[config.mk]
export PLATFORM = sky130hd
export DESIGN_NAME = xunit_msg_sched
export DESIGN_NICKNAME = d
export VERILOG_FILES = /design/src/rtl/xunit_msg_sched.sv
export SDC_FILE = /design/constraint.sdc
export NUM_CORES = 2
export LEC_CHECK = 0
export BUFFER_PORTS_ARGS = -buffer_cell sky130_fd_sc_hd__buf_2
export CAP_MARGIN = 20
export CORE_UTILIZATION = 50
export CTS_CLUSTER_DIAMETER = 30
export DETAILED_ROUTE_END_ITERATION = 10
export GPL_ROUTABILITY_DRIVEN = 0
export PLACE_DENSITY = 0.74
export SYNTH_ARGS = -nofsm -noshare
export SYNTH_HDL_FRONTEND = slang
export SYNTH_SLANG_ARGS = --single-unit
export TNS_END_PERCENT = 5
[constraint.sdc]
create_clock -name clk -period 30.3 [get_ports clk]
set_input_delay 0 -clock clk [delete_from_list [all_inputs] [get_ports clk]]
set_output_delay 0 -clock clk [all_outputs]
set_load 0.01 [all_outputs]
[src/rtl/xunit_msg_sched.sv]
// SHA-256 message-schedule xunit: loads W0..W15 and streams W0..W63 on out0.
// Optional K-constant stream on out1 when XUNITM_KCONST_EN is defined.
module xunit_msg_sched #(
   parameter int DELAY_W = 7,
   parameter int DATA_W  = 32
) (
   input  logic               clk,
   input  logic               rst,
   input  logic               running,
   input  logic               run,
   output logic               done,
   input  logic [DATA_W-1:0]  in0,
   input  logic [DATA_W-1:0]  in1,
   input  logic [DATA_W-1:0]  in2,
   input  logic [DATA_W-1:0]  in3,
   input  logic [DATA_W-1:0]  in4,
   input  logic [DATA_W-1:0]  in5,
   input  logic [DATA_W-1:0]  in6,
   input  logic [DATA_W-1:0]  in7,
   input  logic [DATA_W-1:0]  in8,
   input  logic [DATA_W-1:0]  in9,
   input  logic [DATA_W-1:0]  in10,
   input  logic [DATA_W-1:0]  in11,
   input  logic [DATA_W-1:0]  in12,
   input  logic [DATA_W-1:0]  in13,
   input  logic [DATA_W-1:0]  in14,
   input  logic [DATA_W-1:0]  in15,
   output logic [DATA_W-1:0]  out0,
   output logic [DATA_W-1:0]  out1,
   input  logic [DELAY_W-1:0] delay0
);

   typedef enum logic [1:0] {S_IDLE, S_WAIT, S_STREAM, S_HOLD} state_t;

   state_t             state_q, state_d;
   logic [DELAY_W-1:0] delay_q, delay_d;
   logic [5:0]         cnt_q, cnt_d;
   logic [DATA_W-1:0]  win_q [16];
   logic [DATA_W-1:0]  win_d [16];
   logic [DATA_W-1:0]  in_w  [16];
   logic               load, step;

   function automatic logic [31:0] sig0(input logic [31:0] x);
      return {x[6:0], x[31:7]} ^ {x[17:0], x[31:18]} ^ (x >> 3);
   endfunction

   function automatic logic [31:0] sig1(input logic [31:0] x);
      return {x[16:0], x[31:17]} ^ {x[18:0], x[31:19]} ^ (x >> 10);
   endfunction

   assign in_w = '{in0, in1, in2, in3, in4, in5, in6, in7,
                   in8, in9, in10, in11, in12, in13, in14, in15};

   // run overrides everything; otherwise nothing moves unless running is high
   assign load = !run && running && (state_q == S_WAIT) && (delay_q == '0);
   assign step = !run && running && (state_q == S_STREAM);

   always_comb begin
      // NOTE: every next-state signal gets a default first so no path infers a latch.
      state_d = state_q;
      delay_d = delay_q;
      cnt_d   = cnt_q;
      win_d   = win_q;
      if (run) begin
         delay_d = delay0;
         cnt_d   = '0;
         state_d = S_WAIT;
      end else if (running) begin
         case (state_q)
            S_WAIT: begin
               if (delay_q != '0) begin
                  delay_d = delay_q - 1'b1;
               end else begin
                  win_d   = in_w;
                  cnt_d   = '0;
                  state_d = S_STREAM;
               end
            end
            S_STREAM: begin
               for (int i = 0; i < 15; i++) win_d[i] = win_q[i+1];
               win_d[15] = sig1(win_q[14]) + win_q[9] + sig0(win_q[1]) + win_q[0];
               cnt_d     = cnt_q + 6'd1;
               if (cnt_q == 6'd62) state_d = S_HOLD;
            end
            default: ;
         endcase
      end
   end

   always_ff @(posedge clk or posedge rst) begin
      if (rst) begin
         state_q <= S_IDLE;
         delay_q <= '0;
         cnt_q   <= '0;
         // NOTE: the window is reset because out0 reads it directly and must show 0 after rst.
         win_q   <= '{default: '0};
      end else begin
         // NOTE: non-blocking assignments keep the window shift order-independent.
         state_q <= state_d;
         delay_q <= delay_d;
         cnt_q   <= cnt_d;
         win_q   <= win_d;
      end
   end

   assign out0 = win_q[0];
   assign done = (state_q == S_IDLE) || (state_q == S_HOLD);

`ifdef XUNITM_KCONST_EN
   localparam logic [0:63][31:0] K_ROM = '{
      32'h428a2f98, 32'h71374491, 32'hb5c0fbcf, 32'he9b5dba5, 32'h3956c25b, 32'h59f111f1, 32'h923f82a4, 32'hab1c5ed5,
      32'hd807aa98, 32'h12835b01, 32'h243185be, 32'h550c7dc3, 32'h72be5d74, 32'h80deb1fe, 32'h9bdc06a7, 32'hc19bf174,
      32'he49b69c1, 32'hefbe4786, 32'h0fc19dc6, 32'h240ca1cc, 32'h2de92c6f, 32'h4a7484aa, 32'h5cb0a9dc, 32'h76f988da,
      32'h983e5152, 32'ha831c66d, 32'hb00327c8, 32'hbf597fc7, 32'hc6e00bf3, 32'hd5a79147, 32'h06ca6351, 32'h14292967,
      32'h27b70a85, 32'h2e1b2138, 32'h4d2c6dfc, 32'h53380d13, 32'h650a7354, 32'h766a0abb, 32'h81c2c92e, 32'h92722c85,
      32'ha2bfe8a1, 32'ha81a664b, 32'hc24b8b70, 32'hc76c51a3, 32'hd192e819, 32'hd6990624, 32'hf40e3585, 32'h106aa070,
      32'h19a4c116, 32'h1e376c08, 32'h2748774c, 32'h34b0bcb5, 32'h391c0cb3, 32'h4ed8aa4a, 32'h5b9cca4f, 32'h682e6ff3,
      32'h748f82ee, 32'h78a5636f, 32'h84c87814, 32'h8cc70208, 32'h90befffa, 32'ha4506ceb, 32'hbef9a3f7, 32'hc67178f2
   };

   logic [DATA_W-1:0] k_q, k_d;

   // K tracks cnt_d so it lands on the same edge as the matching W word
   always_comb begin
      k_d = k_q;
      if (load || step) k_d = K_ROM[cnt_d];
   end

   always_ff @(posedge clk or posedge rst) begin
      if (rst) k_q <= '0;
      else     k_q <= k_d;
   end

   assign out1 = k_q;
`else
   assign out1 = '0;
`endif

endmodule

==> reports/metrics.csv <==
metric,value,unit
sinks on the clock net,527,
total number of placement rows,87,
Clock Skews,35.9,ps
share of the yosys chip area belonging to registers,45.6,%
port bufs,555,
length of the first detailed-routing pass in iterations,6,
CTS Root Buffer Type,clkbuf_16,
CTS tree,built,
RR Startpoint,delay_q[0]$_DFFE_PP0P_,
critical path start-end classification,flip-flop to flip-flop,
area share of the leading cell type in the synthesized netlist,45.6,%
required time at the endpoint of the critical path,30770,ps
number of buffers inserted by post-CTS setup repair,0,
largest net degree at the start of global routing,154,
clock slew at the register clock pins of the worst setup and hold paths,50,ps
Initial Util,50.9,%
metal2 WL,55.4,mm
vias in the first global route,29380,
Post-CTS Resized,0,
Worst IR Drop VDD,0.000180,V
"EDFF count, synth",0,
cell types with the largest area share after synthesis,"dfrtp_1 (46%), mux2i_1 (17%), o21ai_0 (9.4%)",
final number of max-transition violations,0,
"flops & latches, synth",527,
post-synthesis area per instance,9.75,um^2
H-tree depth reported by CTS,3,
max cap viols,0,
die span in x,243,um
global-route wire length before repair,178,mm
total die area,58800,um^2
min Tclk post-route,4820,ps
maximum fanout along the worst path,130,
setup TNS after final layout,0,ps
# setup viols final,0,
Post-synth ARST share,100,%
P per Cell Area,139,nW/um^2
number of vias per cell,5.82,
total number of vias,28064,
number of hold buffers added after CTS,536,
share of layout cells above drive strength 1,19.6,%
run status,"complete, no violations",
overall global routing resource usage,40.6,%
cell count of the worst reg-to-reg path,9,
combined area of all synthesized cells,28900,um^2
Fmax achieved,0.208,GHz
Routed met3 length,11.4,mm
element type at the critical path start,flip-flop,
antenna violation net count after detailed routing,0,
reg2reg setup slack,25480,ps
sum of overflow across all layers after global routing,0,
count of warnings emitted by yosys,0,
final hold slack,77.6,ps
layout net count,4558,
hold crit path type,input port to async pin,
"Hold Vio Cnt, Final",0,
fill cell count,3598,
Routed WL per cell,24.9,um
Least-Margin Pin Slew,1160,ps
most common flop cell mapped by yosys,dfrtp_1,
largest area contributor in the netlist,dfrtp_1,
routed length on met1,43.2,mm
DR iter-0 viols,3225,
leakage component of the power,0.0185,uW
die height,243,um
largest buffer count on any clock path,3,
Relative slew margins,22.8,%
area of the core,56800,um^2
"Data arrival, critical path",5290,ps
RSZ-0062 raised after global routing,false,
utilization after layout,72.4,%
DRC violations left,0,
I/O pin count,588,
endpoint kind of the worst setup timing path,flip-flop,
wire length after detailed routing,120,mm
endpoint of the worst register-to-register path,win_q[341]$_DFFE_PP0P_,
DR top layer,met5,
source-to-sink clock delay at the later pin of the worst-skew pair,670,ps
number of buffers created by CTS,111,
Cell variety after synth,48,
Post-DP HPWL,71.3,mm
antenna violations before repair,35,
period utilisation layout,15.9,%
P&R area growth vs syn,42.2,%
synthesized netlist cell count,2969,
==> worst max path at each step <==
stage          cells past startpoint                endpoint  slack (ps)                    from
3_5_place_dp                       9   win_q[40]$_DFFE_PP0P_       25760  delay_q[0]$_DFFE_PP0P_
5_1_grt                            9  win_q[341]$_DFFE_PP0P_       25210  delay_q[0]$_DFFE_PP0P_
4_1_cts                           10   win_q[49]$_DFFE_PP0P_       25680  delay_q[0]$_DFFE_PP0P_
2_1_floorplan                      1    cnt_q[0]$_DFFE_PP0P_       15570                     rst
3_3_place_gp                       9    win_q[6]$_DFFE_PP0P_       25880  delay_q[0]$_DFFE_PP0P_
6_report                           9  win_q[341]$_DFFE_PP0P_       25480  delay_q[0]$_DFFE_PP0P_
==> state kept, by name (all words and copies together) (netlist names) <==
name and count:
win_q 480, out0 32, delay_q 7, cnt_q 6, state_q 2
==> cells in the final DEF (no fill, tap or decap), types with 40 or more instances in the layout <==
cell type / instances
a21oi_1: 49
buf_2: 555
clkbuf_16: 114
dfrtp_1: 527
dlygate4sd3_1: 536
fa_1: 62
inv_1: 129
mux2i_1: 499
nand2_1: 533
nor2_1: 40
o21ai_0: 542
xnor2_1: 102
xor2_1: 49
==> synth_stat cells, types with 5 or more instances <==
| cell type | number |
|---|---|
| o21ai_0 | 542 |
| nand2_1 | 533 |
| dfrtp_1 | 527 |
| mux2i_1 | 499 |
| clkbuf_1 | 171 |
| inv_1 | 130 |
| xnor2_1 | 102 |
| buf_4 | 64 |
| fa_1 | 62 |
| buf_2 | 50 |
| a21oi_1 | 49 |
| xor2_1 | 49 |
| nor2_1 | 40 |
| ha_1 | 37 |
| nand3_1 | 14 |
| a21o_1 | 10 |
| and3_1 | 10 |
| nor3_1 | 9 |
| nand4_1 | 8 |
| a211oi_1 | 7 |
| buf_1 | 6 |
| o21bai_1 | 5 |
==> area by class of cell <==
| class | count | area [um^2] | area share (%) |
|---|---|---|---|
| antenna | 31 | 77.6 | 0.189 |
| clock buffer | 138 | 3110 | 7.56 |
| clock inverter | 71 | 931 | 2.26 |
| inverter | 130 | 495 | 1.20 |
| multi-input combinational | 2050 | 14000 | 34.0 |
| sequential | 527 | 13200 | 32.0 |
| tap | 756 | 946 | 2.30 |
| timing repair buffer | 1116 | 8420 | 20.5 |
==> metal layers <==
metal  up-vias  GRT usage (%)
met5         -              0
met4        12           31.1
met3       725           10.3
met2      1955           63.5
met1     13463           48.1
li1      11909              -
==> critical path, cell delays in order, from the launching register on <==
cell	delay [ps]
dfrtp_1	350
inv_1	110
ha_1	260
or3b_4	300
nand2_2	90
nand3_4	410
buf_4	920
buf_4	860
buf_4	850
o21ai_0	290
==> logic make-up after synthesis <==
group | Yosys count | synth area share (%)
AO/OA/AOI/OAI | 637 | 11.4
buffers and inverters | 423 | 6.59
flip-flops | 527 | 45.6
multiplexers | 500 | 17.3
AND/OR/NAND/NOR | 631 | 8.63
adder cells (fa/ha/maj) | 99 | 5.89
XOR/XNOR | 151 | 4.57
other | 1 | 0.0130
==> report_power, final <==
part	total [uW]	leakage (uW)	switching (uW)	internal [uW]
combinational	3040	0.00967	1840	1200
sequential	1350	0.00686	354	996
clock	1310	0.00196	443	870
total	5710	0.0185	2640	3060
==> per-stage QoR <==
step | instances | total power (uW) | setup WS, ps | area, um^2
3_5_place_dp | 4039 | 4140 | 25760 | 31600
5_1_grt | 4814 | 6060 | 25210 | 41100
6_report | 4819 | 5710 | 25480 | 41200
2_1_floorplan | 3000 | 3300 | 15570 | 29100
4_1_cts | 4784 | 5520 | 25680 | 41000
3_3_place_gp | 4039 | 4100 | 25880 | 31600
No activity file was read; power rests on OpenSTA's default activity.
